### src/rtl/seg_scan_reader.sv
// seg_scan_reader: recovers BCD digits from a time-multiplexed, active-low 7-segment bus.
// Optional macro SEG_FRAME_EN enables the seen mask and the frame_done pulse.
module seg_scan_reader #(
  parameter int NUM_DIGITS    = 4,
  parameter int STABLE_CYCLES = 4,
  parameter int IDX_W         = 2
) (
  input  logic                    clk,
  input  logic                    reset,
  input  logic [6:0]              hex_in,
  input  logic [NUM_DIGITS-1:0]   dig_sel,
  output logic [4*NUM_DIGITS-1:0] bcd_out,
  output logic [NUM_DIGITS-1:0]   digit_err,
  output logic                    upd_valid,
  output logic [IDX_W-1:0]        upd_idx,
  output logic                    frame_done
);

  typedef enum logic [1:0] {
    IDLE  = 2'd0,
    TRACK = 2'd1,
    HELD  = 2'd2
  } state_t;

  localparam logic [3:0]            STABLE_N = 4'(STABLE_CYCLES);
  localparam logic [NUM_DIGITS-1:0] SEL_ONE  = {{(NUM_DIGITS-1){1'b0}}, 1'b1};

  // Returns {err, nibble}; blank decodes to F without error.
  function automatic logic [4:0] seg_decode(input logic [6:0] seg);
    case (seg)
      7'b1000000: seg_decode = {1'b0, 4'h0};
      7'b1111001: seg_decode = {1'b0, 4'h1};
      7'b0100100: seg_decode = {1'b0, 4'h2};
      7'b0110000: seg_decode = {1'b0, 4'h3};
      7'b0011001: seg_decode = {1'b0, 4'h4};
      7'b0010010: seg_decode = {1'b0, 4'h5};
      7'b0000010: seg_decode = {1'b0, 4'h6};
      7'b1111000: seg_decode = {1'b0, 4'h7};
      7'b0000000: seg_decode = {1'b0, 4'h8};
      7'b0011000: seg_decode = {1'b0, 4'h9};
      7'b1111111: seg_decode = {1'b0, 4'hF};
      default:    seg_decode = {1'b1, 4'hE};
    endcase
  endfunction

  function automatic logic is_one_hot(input logic [NUM_DIGITS-1:0] v);
    is_one_hot = (v != '0) && ((v & (v - SEL_ONE)) == '0);
  endfunction

  function automatic logic [IDX_W-1:0] sel_index(input logic [NUM_DIGITS-1:0] v);
    sel_index = '0;
    for (int i = 0; i < NUM_DIGITS; i++) begin
      if (v[i]) begin
        sel_index = IDX_W'(i);
      end
    end
  endfunction

  logic [6:0]            s_hex;
  logic [NUM_DIGITS-1:0] s_sel;
  logic [6:0]            prev_hex;
  logic [NUM_DIGITS-1:0] prev_sel;
  state_t                state;
  state_t                next_state;
  logic [3:0]            cnt;
  logic [3:0]            next_cnt;
  logic                  sel_ok;
  logic                  same_pair;
  logic                  capture;
  logic [IDX_W-1:0]      cap_idx;
  logic [4:0]            dec;

  assign sel_ok    = is_one_hot(s_sel);
  assign same_pair = (s_sel == prev_sel) && (s_hex == prev_hex);

  // Input sampling stage
  always_ff @(posedge clk) begin
    if (reset) begin
      s_hex <= 7'd0;
      s_sel <= '0;
    end else begin
      s_hex <= hex_in;
      s_sel <= dig_sel;
    end
  end

  // State register, stability counter and previous pair
  always_ff @(posedge clk) begin
    if (reset) begin
      state    <= IDLE;
      cnt      <= 4'd0;
      prev_hex <= 7'd0;
      prev_sel <= '0;
    end else begin
      state    <= next_state;
      cnt      <= next_cnt;
      prev_hex <= s_hex;
      prev_sel <= s_sel;
    end
  end

  // Next-state logic
  always_comb begin
    next_state = state;
    next_cnt   = cnt;
    case (state)
      IDLE: begin
        if (sel_ok) begin
          next_state = TRACK;
          next_cnt   = 4'd1;
        end else begin
          next_state = IDLE;
          next_cnt   = 4'd0;
        end
      end
      TRACK: begin
        if (!sel_ok) begin
          next_state = IDLE;
          next_cnt   = 4'd0;
        end else if (!same_pair) begin
          next_state = TRACK;
          next_cnt   = 4'd1;
        end else if (cnt + 4'd1 >= STABLE_N) begin
          next_state = HELD;
          next_cnt   = STABLE_N;
        end else begin
          next_state = TRACK;
          next_cnt   = cnt + 4'd1;
        end
      end
      HELD: begin
        if (!sel_ok) begin
          next_state = IDLE;
          next_cnt   = 4'd0;
        end else if (!same_pair) begin
          next_state = TRACK;
          next_cnt   = 4'd1;
        end else begin
          next_state = HELD;
          next_cnt   = STABLE_N;
        end
      end
      default: begin
        next_state = IDLE;
        next_cnt   = 4'd0;
      end
    endcase
  end

  // Output decode: the capture fires on the edge that completes the stable run
  always_comb begin
    dec     = seg_decode(s_hex);
    cap_idx = sel_index(s_sel);
    if ((state == TRACK) && sel_ok && same_pair && (cnt + 4'd1 >= STABLE_N)) begin
      capture = 1'b1;
    end else begin
      capture = 1'b0;
    end
  end

  // Captured digit storage and update pulse
  always_ff @(posedge clk) begin
    if (reset) begin
      bcd_out   <= '1;
      digit_err <= '0;
      upd_valid <= 1'b0;
      upd_idx   <= '0;
    end else begin
      upd_valid <= capture;
      if (capture) begin
        upd_idx <= cap_idx;
      end else begin
        upd_idx <= upd_idx;
      end
      for (int i = 0; i < NUM_DIGITS; i++) begin
        if (capture && s_sel[i]) begin
          bcd_out[4*i +: 4] <= dec[3:0];
          digit_err[i]      <= dec[4];
        end else begin
          bcd_out[4*i +: 4] <= bcd_out[4*i +: 4];
          digit_err[i]      <= digit_err[i];
        end
      end
    end
  end

`ifdef SEG_FRAME_EN
  logic [NUM_DIGITS-1:0] seen;
  logic [NUM_DIGITS-1:0] seen_next;

  assign seen_next = seen | s_sel;

  // Seen mask; frame completes when every digit has been captured at least once
  always_ff @(posedge clk) begin
    if (reset) begin
      seen       <= '0;
      frame_done <= 1'b0;
    end else if (capture) begin
      if (&seen_next) begin
        seen       <= '0;
        frame_done <= 1'b1;
      end else begin
        seen       <= seen_next;
        frame_done <= 1'b0;
      end
    end else begin
      seen       <= seen;
      frame_done <= 1'b0;
    end
  end
`else
  assign frame_done = 1'b0;
`endif

endmodule

### config.mk
export PLATFORM = sky130hd
export DESIGN_NAME = seg_scan_reader
export DESIGN_NICKNAME = d
export VERILOG_FILES = /design/src/rtl/seg_scan_reader.sv
export SDC_FILE = /design/constraint.sdc
export NUM_CORES = 1
export LEC_CHECK = 0
export BUFFER_PORTS_ARGS = -buffer_cell sky130_fd_sc_hd__buf_4
export CAP_MARGIN = 20
export CORE_ASPECT_RATIO = 1.25
export CORE_MARGIN = 2
export CORE_UTILIZATION = 45
export DETAILED_ROUTE_END_ITERATION = 8
export PLACE_DENSITY_LB_ADDON = 0.12
export SLEW_MARGIN = 40
export SYNTH_ARGS = -nofsm -noshare
export SYNTH_HDL_FRONTEND = slang
export SYNTH_SLANG_ARGS = --single-unit
### constraint.sdc
create_clock -name clk -period 1.8 [get_ports clk]
set_clock_uncertainty 0.05 [all_clocks]
set_input_delay 0.45 -clock clk [delete_from_list [all_inputs] [get_ports clk]]
set_output_delay 0.45 -clock clk [all_outputs]
set_load 0.02 [all_outputs]
* Word-level counts from Yosys, hierarchy flattened
Index checks and enable logic that the tools add are counted.
** Storage, ports and cells
- Register bits after elaboration :: 51
- Word-level logic and storage cells :: 66
- Input bits :: 13
- Output and inout port bits :: 24
** Operators by class
- Bitwise gates (word level) :: 1
- Add/subtract/negate cells :: 2
- Muxes and demuxes :: 19
- Reduce and logical (&&, ||, !) cells :: 13
- $lt $le $gt $ge :: 1
- Eq/ne operators :: 14
** Operator list (count)
- $pmux W5 S11 :: 1
- $eq A7 B7 Y1 const B :: 4
- $eq A7 B5 Y1 const B :: 3
- $eq A7 B6 Y1 const B :: 2
- $mux W2 :: 7
- $mux W4 :: 3
- $pmux W4 S3 :: 1
- $logic_and A1 B1 Y1 :: 9
- $eq A7 B2 Y1 const B :: 1
- $eq A7 B7 Y1 :: 1
- $logic_not A7 Y1 :: 1
- $mux W3 :: 2
- $pmux W2 S3 :: 1
- $add A4 B1 Y4 const B :: 1
- $and A4 B4 Y4 :: 1
- $eq A4 B4 Y1 :: 1
- $ge A4 B3 Y1 const B :: 1
- $logic_not A4 Y1 :: 1
- $mux W1 :: 4
- $reduce_bool A4 Y1 :: 1
- $sub A4 B1 Y4 const B :: 1
- $eq A2 B1 Y1 const B :: 1
- $eq A2 B2 Y1 const B :: 1
- $logic_not A2 Y1 :: 1

* Depth between registers and ports, before layout
- Depth after elaboration :: 9
- Mapped depth :: 7

* Worst setup path after synthesis
No wires, ideal clock.
- Path type :: reg-to-reg
- Start :: register cnt[0]
- End :: register bcd_out[11]
- Arrival time :: 1.606 ns
- Cell stages (with the launch flop) :: 7
- Path slack :: 0.013 ns
- Data required time :: 1.619 ns
- Setup time :: 0.131 ns
- Clock period less this slack :: 1.787 ns
- Cells stage by stage :: dfxtp_1 > ha_1 > nor3_1 > a41oi_2 > nor3b_4 > nand4_4 > mux2i_1
** On the way
- Word-level cells in the longest chain between the ends :: 5
** Ends and longest elaborated chain
- start, declared :: line 65 : logic [3:0] cnt;
- start signal, assigned :: line 96 : cnt <= next_cnt;
- $add A4 B1 Y4 :: line 154 : if ((state == TRACK) && sel_ok && same_pair && (cnt + 4'd1 >= STABLE_N)) begin
- $ge A4 B3 Y1 :: line 154
- $logic_and A1 B1 Y1 :: line 154
- $mux W1 :: line 154
- $logic_and A1 B1 Y1 :: line 176 : if (capture && s_sel[i]) begin
- end signal, assigned by index :: line 177 : bcd_out[4*i +: 4] <= dec[3:0];
- end signal, assigned by index :: line 180 : bcd_out[4*i +: 4] <= bcd_out[4*i +: 4];
- end, declared :: line 12 : output logic [4*NUM_DIGITS-1:0] bcd_out,
Every way passes these cells.
A chain may end at the register's enable or synchronous reset.

* Worst setup path after layout
- Start :: register s_hex[0]
- End :: register bcd_out[12]
** On the way
- Word-level cells in the longest chain between the ends :: 6
- Elaborated cells between the ends (all ways) :: 18
- Classes of those cells :: 11 x eq/ne; 2 x mux; 5 x reduce/logical
** Ends and longest elaborated chain
- start, declared :: line 59 : logic [6:0] s_hex;
- start signal, assigned :: line 82 : s_hex <= hex_in;
- $eq A7 B7 Y1 :: line 74 : assign same_pair = (s_sel == prev_sel) && (s_hex == prev_hex);
- $logic_and A1 B1 Y1 :: line 74
- $logic_and A1 B1 Y1 (2 in series) :: line 154
- $mux W1 :: line 154
- $logic_and A1 B1 Y1 :: line 176
Parallel ways exist; a longest one is shown, timed or not.

==> summary.md <==
| Metric | Value |
|---|---|
| Commonest cells after routing, fill and taps aside | `buf_4 (53), dfxtp_1 (42), nor2_1 (25)` |
| Mapped Avg Cell Area | `10.07 um2` |
| Crit-path slowest cell | `or4b_1` |
| Setup WS pre-CTS | `-0.004214 ns` |
| Routed wire per std cell | `13.57 um` |
| Kind of critical path | `reg2reg` |
| Largest net degree at the start of global routing | `52` |
| # clock sinks | `51` |
| CP Launch Type | `flop` |
| Clk pin slew, worst setup/hold paths | `0.09 ns` |
| Synth warnings | `0` |
| Critical path's largest stage delay | `0.57 ns` |
| Vias/cell | `5.070` |
| Crit path required time | `1.98 ns` |
| Worst Hold Launch | `dig_sel[0]` |
| Fin cells | `328` |
| Cell Area, Synth | `2236 um2` |
| I/O Buffers | `35` |
| Remaining DRCs | `0` |
| Max VDD drop | `584.1 uV` |
| DR pass1 iterations | `4` |
| Final worst-path setup slack | `0.06842 ns` |
| Leak | `1.276 nW` |
| TNS Setup | `0 ns` |
| Die W | `67.05 um` |
| Final setup vio count | `0` |
| Netlist cell types | `42` |
| Final WL | `4450 um` |
| Post-synth top area share | `45.66%` |
| GPL Wtd Cong | `0.7324` |
| WHS | `0.3049 ns` |
| Worst Hold Class | `in2reg` |
| DIE HEIGHT | `82.81 um` |
| CTS Hold Bufs | `0` |
| Initial DRC count | `66` |
| Die ar. | `5552 um2` |
| Crit path arrival time | `1.91 ns` |
| Nets | `281` |
| GRT Resource Usage Total | `17.11%` |
| CTS root buf | `clkbuf_8` |
| Initial Utilization | `46.93%` |
| First-pass GRT wire length | `7514 um` |
| Top_reg_cell synth | `dfxtp_1` |
| Status | `complete, no violations` |
| Area grow syn2layout | `28.48%` |
| FF+latch count, synth | `51` |
| Post-route minimum period | `1.732 ns` |
| Final Power | `2.366 mW` |
| Initial antenna violation count | `0` |
| Fmax | `577.5 MHz` |
| CP Max Fanout | `9` |
| Ant diodes | `0` |
| DR vias | `1,663` |
| Ports | `37` |
| Max Root-Sink Buffers | `2` |
| Placed Instances | `318` |
| Post-DRT Antenna Nets | `0` |
| DPL Wire Length | `2971 um` |
| Clock Latency Late Sink | `0.30 ns` |
| Critical path launch point | `s_hex[0]$_SDFF_PP0_` |
| Synth Instances | `222` |
| CTS tree | `done` |
| Synth area leader | `dfxtp_1` |
| Fin. Hold Viols | `0` |
| Final worst path period share | `96.20%` |
| Row Count | `28` |
| Critical-path cell list | `or4b_1, o311a_1, o21a_2, mux2i_1` |
| CTS buffer count | `5` |
| Number of global-route vias before repair | `1,601` |
| Power per Cell Area | `823.5 nW/um2` |
| Area contributors post-synth | `dfxtp_1 (46%), mux2i_1 (9.8%), nor2b_1 (6.2%)` |
| CP endpoint kind | `flop` |
| Slew Viols, Final | `0` |
| Most common cell after layout, fill and taps aside | `buf_4` |
| Number of flops mapped to enable cells by yosys | `0` |
| Sequential area share after synthesis | `45.66%` |
| Core ar. | `4765 um2` |
| Share of layout cells above drive strength 1 | `32.84%` |
| Async set or reset register ratio after synthesis | `0%` |
| Grt ovf | `0` |
| CTS H-Tree Depth | `2` |
| Max-Cap Viols | `0` |
| R2r startpoint | `s_hex[0]$_SDFF_PP0_` |
## per-stage QoR
stage	utilization, %	area (um2)
finish	60.29	2873
global placement	56.12	2674
floorplan	-	2240
CTS	58.93	2808
detailed placement	56.12	2674
global route	60.29	2873
## power breakdown
| group | switching, mW | leakage [nW] | internal, mW |
|---|---|---|---|
| logic | 0.121 | 0.791 | 0.134 |
| clock network | 0.365 | 0.0654 | 0.555 |
| registers | 0.0319 | 0.420 | 1.16 |
| total | 0.517 | 1.28 | 1.85 |
## Yosys cell counts (2+ instances only)
library cell and number:
a21o_1 2, a21oi_1 4, a221oi_1 2, buf_2 6, buf_4 2, clkbuf_1 9, clkbuf_2 2, dfxtp_1 51
mux2i_1 22, nand2_1 2, nand2b_1 7, nand3_1 5, nand3b_1 4, nand4_1 3, nand4_4 4, nor2_1 25
nor2b_1 22, nor3_1 7, nor4bb_1 3, o21ai_0 3, o21bai_1 2, or4b_1 3, xnor2_1 13
## final cells by class
class / instances / area (um2)
fillers: 447 / 1892
multi-input cells: 152 / 1171
flip-flops and latches: 51 / 1032
repair buffers: 56 / 457.9
well taps: 60 / 75.07
clock buffers: 6 / 72.57
clock inverters: 2 / 60.06
inverters: 1 / 3.754
## flip-flops by register name, summed over array words and instances (netlist names), 2 cells and up
signal     flops
prev_hex       7
upd_idx        2
s_sel          4
digit_err      4
state          2
bcd_out       16
prev_sel       4
s_hex          7
cnt            4
## worst max-delay path: cells and delay by family (launching register included)
family             cells  cell delay, ns
AOI/OAI and AO/OA      2            0.54
muxes                  1            0.13
DFF                    1            0.37
and+or+nand+nor        1            0.57
## routing by layer
| layer | vias up | share of wire [%] | global-route usage (%) |
|---|---|---|---|
| li1 | 849 | - | - |
| met1 | 777 | 47 | 22.88 |
| met2 | 33 | 48 | 27.00 |
| met3 | 4 | 3.8 | 3.794 |
| met4 | 0 | 1.1 | 5.566 |
| met5 | - | 0 | 0 |
## kinds of logic after synthesis
group	Yosys count	share of synthesized area, %
compound gates	22	7.667
mux	22	9.849
flops	51	45.66
fa+ha+maj	1	0.5595
xor+xnor	14	5.484
other cells	1	0.1677
buf+inv	20	4.141
simple gates	91	26.47
## worst paths after layout
| check | endpoint | slack, ns | depth (start not counted) |
|---|---|---|---|
| worst min-delay path | s_sel[0]$_SDFF_PP0_ | 0.30 | 2 |
| worst max-delay path | bcd_out[12]$_SDFFE_PP1P_ | 0.07 | 4 |
| worst max register to register | bcd_out[12]$_SDFFE_PP1P_ | 0.07 | 4 |
| worst min register to register | upd_idx[0]$_SDFFE_PP0N_ | 0.43 | 2 |
## timing repair
item	4_1_cts	5_1_grt
setup buffers	0	2
pin swaps	0	4
resized for setup	1	17
endpoints found under the setup margin	1	26
No activity file was read; power rests on OpenSTA's default activity.
